--- src/rtl/muldiv_pkg.sv ---
// Shared constants, state encoding and op decode helpers for the RV32M multiply/divide unit.
// Optional build macro: MULDIV_FAST_MUL_EN (single-cycle multiplies).
package muldiv_pkg;

    localparam int XLEN  = 32;
    localparam int ITERS = 32;

    localparam logic [2:0] OP_MUL    = 3'b000;
    localparam logic [2:0] OP_MULH   = 3'b001;
    localparam logic [2:0] OP_MULHSU = 3'b010;
    localparam logic [2:0] OP_MULHU  = 3'b011;
    localparam logic [2:0] OP_DIV    = 3'b100;
    localparam logic [2:0] OP_DIVU   = 3'b101;
    localparam logic [2:0] OP_REM    = 3'b110;
    localparam logic [2:0] OP_REMU   = 3'b111;

    typedef enum logic [1:0] {
        IDLE = 2'd0,
        CALC = 2'd1,
        DONE = 2'd2
    } state_e;

    function automatic logic is_div(input logic [2:0] op);
        return op[2];
    endfunction

    function automatic logic is_rem(input logic [2:0] op);
        return op[2] & op[1];
    endfunction

    // rs1 is treated as signed by MULH, MULHSU, DIV and REM.
    function automatic logic a_signed(input logic [2:0] op);
        return (op == OP_MULH) || (op == OP_MULHSU) || (op == OP_DIV) || (op == OP_REM);
    endfunction

    function automatic logic b_signed(input logic [2:0] op);
        return (op == OP_MULH) || (op == OP_DIV) || (op == OP_REM);
    endfunction

endpackage

--- src/rtl/muldiv_div_step.sv ---
// One restoring-division step: shift in the next dividend bit, subtract the divisor if it fits.
// Purely combinational; the parent registers the remainder and quotient bit.
module muldiv_div_step
    import muldiv_pkg::*;
(
    input  logic [XLEN:0]   i_rem,
    input  logic [XLEN-1:0] i_divisor,
    input  logic            i_bit,
    output logic [XLEN:0]   o_rem,
    output logic            o_q
);

    logic [XLEN+1:0] w_shifted;
    logic [XLEN:0]   w_sub;

    assign w_shifted = {i_rem, i_bit};
    // The remainder stays below the divisor, so a successful subtract always fits in XLEN+1 bits.
    assign w_sub     = w_shifted[XLEN:0] - {1'b0, i_divisor};
    assign o_q       = (w_shifted >= {2'b00, i_divisor});
    assign o_rem     = o_q ? w_sub : w_shifted[XLEN:0];

endmodule

--- src/rtl/muldiv_unit.sv ---
// Iterative RV32M multiply/divide unit with start/busy/done handshake for a stalling core.
// Optional build macro: MULDIV_FAST_MUL_EN (multiplies finish in one cycle via a wide product).
module muldiv_unit #(
    parameter int XLEN = 32
) (
    input  logic            clk,
    input  logic            reset,
    input  logic            start,
    input  logic [2:0]      op,
    input  logic [XLEN-1:0] a,
    input  logic [XLEN-1:0] b,
    output logic            busy,
    output logic            done,
    output logic [XLEN-1:0] result
);

    import muldiv_pkg::*;

    state_e              r_state;
    logic [2:0]          r_op;
    logic [5:0]          r_cnt;
    logic                r_neg;
    logic [XLEN-1:0]     r_div;
    logic [2*XLEN-1:0]   r_acc;
    logic [XLEN:0]       r_rem;
    logic                r_busy;
    logic                r_done;
    logic [XLEN-1:0]     r_result;

    logic                w_a_neg;
    logic                w_b_neg;
    logic [XLEN-1:0]     w_a_mag;
    logic [XLEN-1:0]     w_b_mag;
    logic                w_sign;
    logic                w_div_zero;
    logic                w_ovf;
    logic [XLEN-1:0]     w_fast_res;

    logic [XLEN:0]       w_mul_sum;
    logic [2*XLEN-1:0]   w_mul_next;
    logic [2*XLEN-1:0]   w_mul_fix;
    logic [XLEN:0]       w_step_rem;
    logic                w_step_q;
    logic [XLEN-1:0]     w_quo_next;
    logic [XLEN-1:0]     w_quo_fix;
    logic [XLEN-1:0]     w_rem_fix;
    logic [XLEN-1:0]     w_calc_res;

    assign busy   = r_busy;
    assign done   = r_done;
    assign result = r_result;

    // Operand decode at acceptance: magnitudes, result sign and the fast-path special cases.
    assign w_a_neg    = a_signed(op) & a[XLEN-1];
    assign w_b_neg    = b_signed(op) & b[XLEN-1];
    assign w_a_mag    = w_a_neg ? -a : a;
    assign w_b_mag    = w_b_neg ? -b : b;
    assign w_sign     = is_rem(op) ? w_a_neg : (w_a_neg ^ w_b_neg);
    assign w_div_zero = is_div(op) && (b == '0);
    assign w_ovf      = ((op == OP_DIV) || (op == OP_REM)) &&
                        (a == {1'b1, {(XLEN-1){1'b0}}}) && (b == '1);

    always_comb begin
        w_fast_res = '0;
        if (w_div_zero) begin
            w_fast_res = is_rem(op) ? a : '1;
        end else if (w_ovf) begin
            w_fast_res = is_rem(op) ? '0 : {1'b1, {(XLEN-1){1'b0}}};
        end
    end

`ifdef MULDIV_FAST_MUL_EN
    logic [2*XLEN-1:0] w_fast_prod;
    logic [XLEN-1:0]   w_fast_mul_res;

    // Sign-extending both operands to 2*XLEN makes the truncated product correct for every signedness mix.
    assign w_fast_prod    = {{XLEN{w_a_neg}}, a} * {{XLEN{w_b_neg}}, b};
    assign w_fast_mul_res = (op == OP_MUL) ? w_fast_prod[XLEN-1:0] : w_fast_prod[2*XLEN-1:XLEN];
`endif

    // Shift-add: the low half of r_acc holds the multiplier, consumed LSB first as the product shifts in.
    assign w_mul_sum  = {1'b0, r_acc[2*XLEN-1:XLEN]} + (r_acc[0] ? {1'b0, r_div} : '0);
    assign w_mul_next = {w_mul_sum, r_acc[XLEN-1:1]};
    assign w_mul_fix  = r_neg ? -w_mul_next : w_mul_next;

    muldiv_div_step u_div_step (
        .i_rem     (r_rem),
        .i_divisor (r_div),
        .i_bit     (r_acc[XLEN-1]),
        .o_rem     (w_step_rem),
        .o_q       (w_step_q)
    );

    assign w_quo_next = {r_acc[XLEN-2:0], w_step_q};
    assign w_quo_fix  = r_neg ? -w_quo_next : w_quo_next;
    assign w_rem_fix  = r_neg ? -w_step_rem[XLEN-1:0] : w_step_rem[XLEN-1:0];

    always_comb begin
        w_calc_res = '0;
        if (is_div(r_op)) begin
            w_calc_res = is_rem(r_op) ? w_rem_fix : w_quo_fix;
        end else if (r_op == OP_MUL) begin
            w_calc_res = w_mul_fix[XLEN-1:0];
        end else begin
            w_calc_res = w_mul_fix[2*XLEN-1:XLEN];
        end
    end

    // NOTE: every register, datapath included, clears on reset so a mid-operation abort leaves no stale state.
    always_ff @(posedge clk or posedge reset) begin
        if (reset) begin
            r_state  <= IDLE;
            r_op     <= '0;
            r_cnt    <= '0;
            r_neg    <= 1'b0;
            r_div    <= '0;
            r_acc    <= '0;
            r_rem    <= '0;
            r_busy   <= 1'b0;
            r_done   <= 1'b0;
            r_result <= '0;
        end else begin
            case (r_state)
                IDLE: begin
                    if (start) begin
                        r_op   <= op;
                        r_cnt  <= '0;
                        r_neg  <= w_sign;
                        r_div  <= w_b_mag;
                        r_acc  <= {{XLEN{1'b0}}, w_a_mag};
                        r_rem  <= '0;
                        r_busy <= 1'b1;
                        if (w_div_zero || w_ovf) begin
                            r_result <= w_fast_res;
                            r_done   <= 1'b1;
                            r_state  <= DONE;
`ifdef MULDIV_FAST_MUL_EN
                        end else if (!is_div(op)) begin
                            r_result <= w_fast_mul_res;
                            r_done   <= 1'b1;
                            r_state  <= DONE;
`endif
                        end else begin
                            r_state <= CALC;
                        end
                    end
                end
                CALC: begin
                    if (is_div(r_op)) begin
                        r_acc <= {r_acc[2*XLEN-1:XLEN], w_quo_next};
                        r_rem <= w_step_rem;
                    end else begin
                        r_acc <= w_mul_next;
                    end
                    r_cnt <= r_cnt + 6'd1;
                    if (r_cnt == 6'(ITERS - 1)) begin
                        r_result <= w_calc_res;
                        r_done   <= 1'b1;
                        r_state  <= DONE;
                    end
                end
                DONE: begin
                    r_done  <= 1'b0;
                    r_busy  <= 1'b0;
                    r_state <= IDLE;
                end
                default: begin
                    r_done  <= 1'b0;
                    r_busy  <= 1'b0;
                    r_state <= IDLE;
                end
            endcase
        end
    end

endmodule

--- config.mk ---
export PLATFORM = sky130hd
export DESIGN_NAME = muldiv_unit
export DESIGN_NICKNAME = d
export VERILOG_FILES = /design/src/rtl/muldiv_pkg.sv /design/src/rtl/muldiv_div_step.sv /design/src/rtl/muldiv_unit.sv
export SDC_FILE = /design/constraint.sdc
export NUM_CORES = 1
export LEC_CHECK = 0
export CAP_MARGIN = 20
export CORE_MARGIN = 1
export CORE_UTILIZATION = 57
export DETAILED_ROUTE_END_ITERATION = 8
export GPL_ROUTABILITY_DRIVEN = 0
export HOLD_SLACK_MARGIN = 0.02
export PLACE_DENSITY = 0.77
export SYNTH_ARGS = -nofsm -noshare
export SYNTH_HDL_FRONTEND = slang
export SYNTH_HIERARCHICAL = 1
export SYNTH_SLANG_ARGS = --single-unit
--- constraint.sdc ---
create_clock -name clk -period 17.55 [get_ports clk]
set_input_delay 3.51 -clock clk [delete_from_list [all_inputs] [get_ports clk]]
set_output_delay 3.51 -clock clk [all_outputs]
set_load 0.02 [all_outputs]
==> out/qor.csv <==
stage,metric,value,unit
outcome,outcome,completed,
drt,via count,18000,
logic_synthesis,Syn. warnings,6,
global_route,GRT Max-Usage Layer,met2,
sta,final cycle utilization of the critical path,0.420,
logic_synthesis,Most used DFF post-synth,dfrtp_1,
drt,vias per cell,6.86,
cts,post-CTS sizing,0,
cts,CTS Root Cell,clkbuf_16,
critical_path,CP Max Fanout,67,
cells_and_area,diode count,0,
sta,final-report setup violation count,0,
critical_path,crit path capture type,register,
cells_and_area,fin nets,2357,
logic_synthesis,synthesized cell area,17100,um^2
place,Placement Cell Area,18100,um^2
min_path,Hold Path Origin,r_acc[50]$_DFFE_PP0P_,
global_route,aggregate global routing overflow,0,
sta,fin crit period,7.37,ns
logic_synthesis,Synth area leader,dfrtp_1,
floorplanning,die width,175,um
drt,DRC,0,
logic_synthesis,"Avg Cell Area, Syn",7.64,um^2
sta,Final Hold Viols,0,
power,Pwr per Cell Area,187,nW/um^2
drt,total wire length,58700,um
global_route,GR Layer Usage met3,0.0849,
logic_synthesis,asr flop ratio synth,1.00,
sta,RSZ-0062 raised after global routing,no,
job,Max Cap Viol,0,
cts,# Post-CTS Setup Buffers,0,
logic_synthesis,post-synthesis cell count,2235,
floorplanning,num ports,104,
drt,drt initial violations,2649,
logic_synthesis,syn nets,2378,
power,static leakage,7.57,nW
logic_synthesis,number of synthesized register bits,175,
logic_synthesis,synth unique cells,91,
cells_and_area,ratio of cells with drive above 1 in the final layout,0.0489,
logic_synthesis,"count leader, synth",nand2_1,
min_path,worst min path class,register to register,
sta,"Slew Viols, Final",0,
critical_path,reg2reg start,r_acc[31]$_DFFE_PP0P_,
floorplanning,Die Y,175,um
cts,CTS Hold Bufs,0,
logic_synthesis,Synth area leaders,"dfrtp_1 26%, o21ai_0 6.8%, xnor2_1 6.0%",
floorplanning,Die Area,30700,um^2
drt,number of routed nets with antenna violations,0,
cts,"CTS clk-pin slew, worst paths",0.08,ns
critical_path,Worst Reg2Reg Path Length in Cells,22,
global_route,largest net degree at the start of global routing,114,
sta,Setup TNS Final,0,ns
power,Max IR drop VDD,0.0988,mV
critical_path,WP data required,17.93,ns
cells_and_area,final instance area,18800,um^2
global_route,initial antenna violation count,0,
floorplanning,# rows,63,
global_route,global-route wire length before repair,91200,um
cts,clock sinks,175,
place,IO buf count,103,
critical_path,Worst Setup Start Kind,primary input,
cts,H-tree depth,4,
cts,clk_lat worst skew,0.46,ns
cts,Inserted Clock Buffers,17,
cts,Max Buffers Root-to-Sink,2,
sta,Slew HR,0.299,
global_route,met2 usage,0.571,
cells_and_area,Layout area overhead,10.1,%
floorplanning,core area,29600,um^2
global_route,met1 usage,0.517,
logic_synthesis,top-area cell type share of the netlist area,0.256,
global_route,vias in the first global route,16200,
global_route,overall routing resource usage,0.382,
critical_path,Critical Path AT,7.76,ns
floorplanning,initial core utilization,0.578,
cts,CTS tree,built,
drt,Wirelength per Cell,22.4,um
logic_synthesis,sequential area share after synthesis,0.256,
critical_path,Critical path origin,a[1],
logic_synthesis,"EDFF count, synth",0,
drt,DR pass1 iterations,8,
logic_synthesis,most frequent cells after synthesis,"258 x nand2_1, 232 x o21ai_0, 175 x dfrtp_1, 161 x a21oi_1, 161 x nor2_1",
min_path,hold path depth,2,
sta,fmax,136,MHz
critical_path,Setup Crit Path Kind,primary input to register,
place,Post-DP HPWL,43500,um
sta,Worst Tran Pin Value,1.05,ns
sta,setup clock skew after layout,0.0158,ns
-- metal layers --
metal  vias to the layer above  wire [um]
met2                      1162      25100
met1                      8485      23500
li1                       8082          -
met3                       229       6830
met4                         0       3280
met5                         -          0
-- metrics by stage --
step / setup WS [ns] / utilization / total power, W / hold slack [ns] / std cells
after floorplan: 9.29 / - / 0.00232 / 0.453 / 2235
after global placement: 10.07 / 0.612 / 0.00289 / 0.469 / 2584
after detailed placement: 9.86 / 0.612 / 0.00294 / 0.482 / 2584
after CTS: 10.31 / 0.636 / 0.00343 / 0.499 / 2616
after global routing: 9.95 / 0.636 / 0.00372 / 0.517 / 2617
final: 10.18 / 0.636 / 0.00351 / 0.498 / 2617
-- layout by cell type (no fill, tap or decap), types with 35 or more instances in the layout --
master and count:
nand2_1 257, o21ai_0 232, dfrtp_1 173, a21oi_1 161, nor2_1 157, xnor2_1 118, clkdlybuf4s50_1 103, xor2_1 90
inv_1 71, ha_1 71, o211ai_1 63, a22o_1 51, nor3_1 49, and2_1 46, nand3_1 41, o31ai_1 38
mux2i_1 35
-- where the power goes --
group	internal (W)	leakage [nW]	switching, W
Clock	0.000285	0.338	0.000185
Combinational	0.000818	5.00	0.00146
Sequential	0.000558	2.23	0.000209
-- area by class of cell --
type                       count  area (um^2)
clock buffer                  18          429
clock inverter                14          273
fill                        2589        10800
inverter                      73          279
multi-input combinational   1823        11800
sequential                   175         4380
tap                          390          488
timing repair buffer         124         1190
-- sequential cells by signal, summed over array words and instances, names as in the netlist --
name and flops:
r_neg 1, r_state 2, r_rem 33, r_div 32, r_op 3, busy 1, done 1, r_acc 64
r_cnt 6, result 32
-- path summary, 6_finish.rpt --
| path | to | slack [ns] |
|---|---|---|
| max in group asynchronous | r_neg$_DFFE_PP0P_ | 12.35 |
| hold / removal | r_acc[50]$_DFFE_PP0P_ | 0.50 |
| setup reg to reg | result[31]$_DFFE_PP0P_ | 11.16 |
| hold reg to reg | r_acc[50]$_DFFE_PP0P_ | 0.50 |
| setup / recovery | result[26]$_DFFE_PP0P_ | 10.18 |
| min in group asynchronous | r_div[10]$_DFFE_PP0P_ | 3.59 |
-- worst max-delay path: stages --
cell and delay (ns):
clkdlybuf4s50_1 0.52, inv_1 0.12, ha_1 0.18, or3b_2 0.48, nor3_1 0.26, nand4b_1 0.33, nor4_1 0.67, o21ai_1 0.25
a211oi_4 0.27, buf_4 0.54, nor4b_1 0.35, o2111ai_1 0.16, o21ai_0 0.11
-- cell families after synthesis --
family                     after synthesis  synth area share
AOI/OAI and AO/OA                      751             0.285
muxes                                   38            0.0231
and+or+nand+nor                        752             0.216
adders and majority gates               73            0.0543
xor gates and xnor gates               209             0.108
DFF                                    175             0.256
buffers and inverters                  237            0.0571
Note: power is estimated with default switching activity, not from simulation.
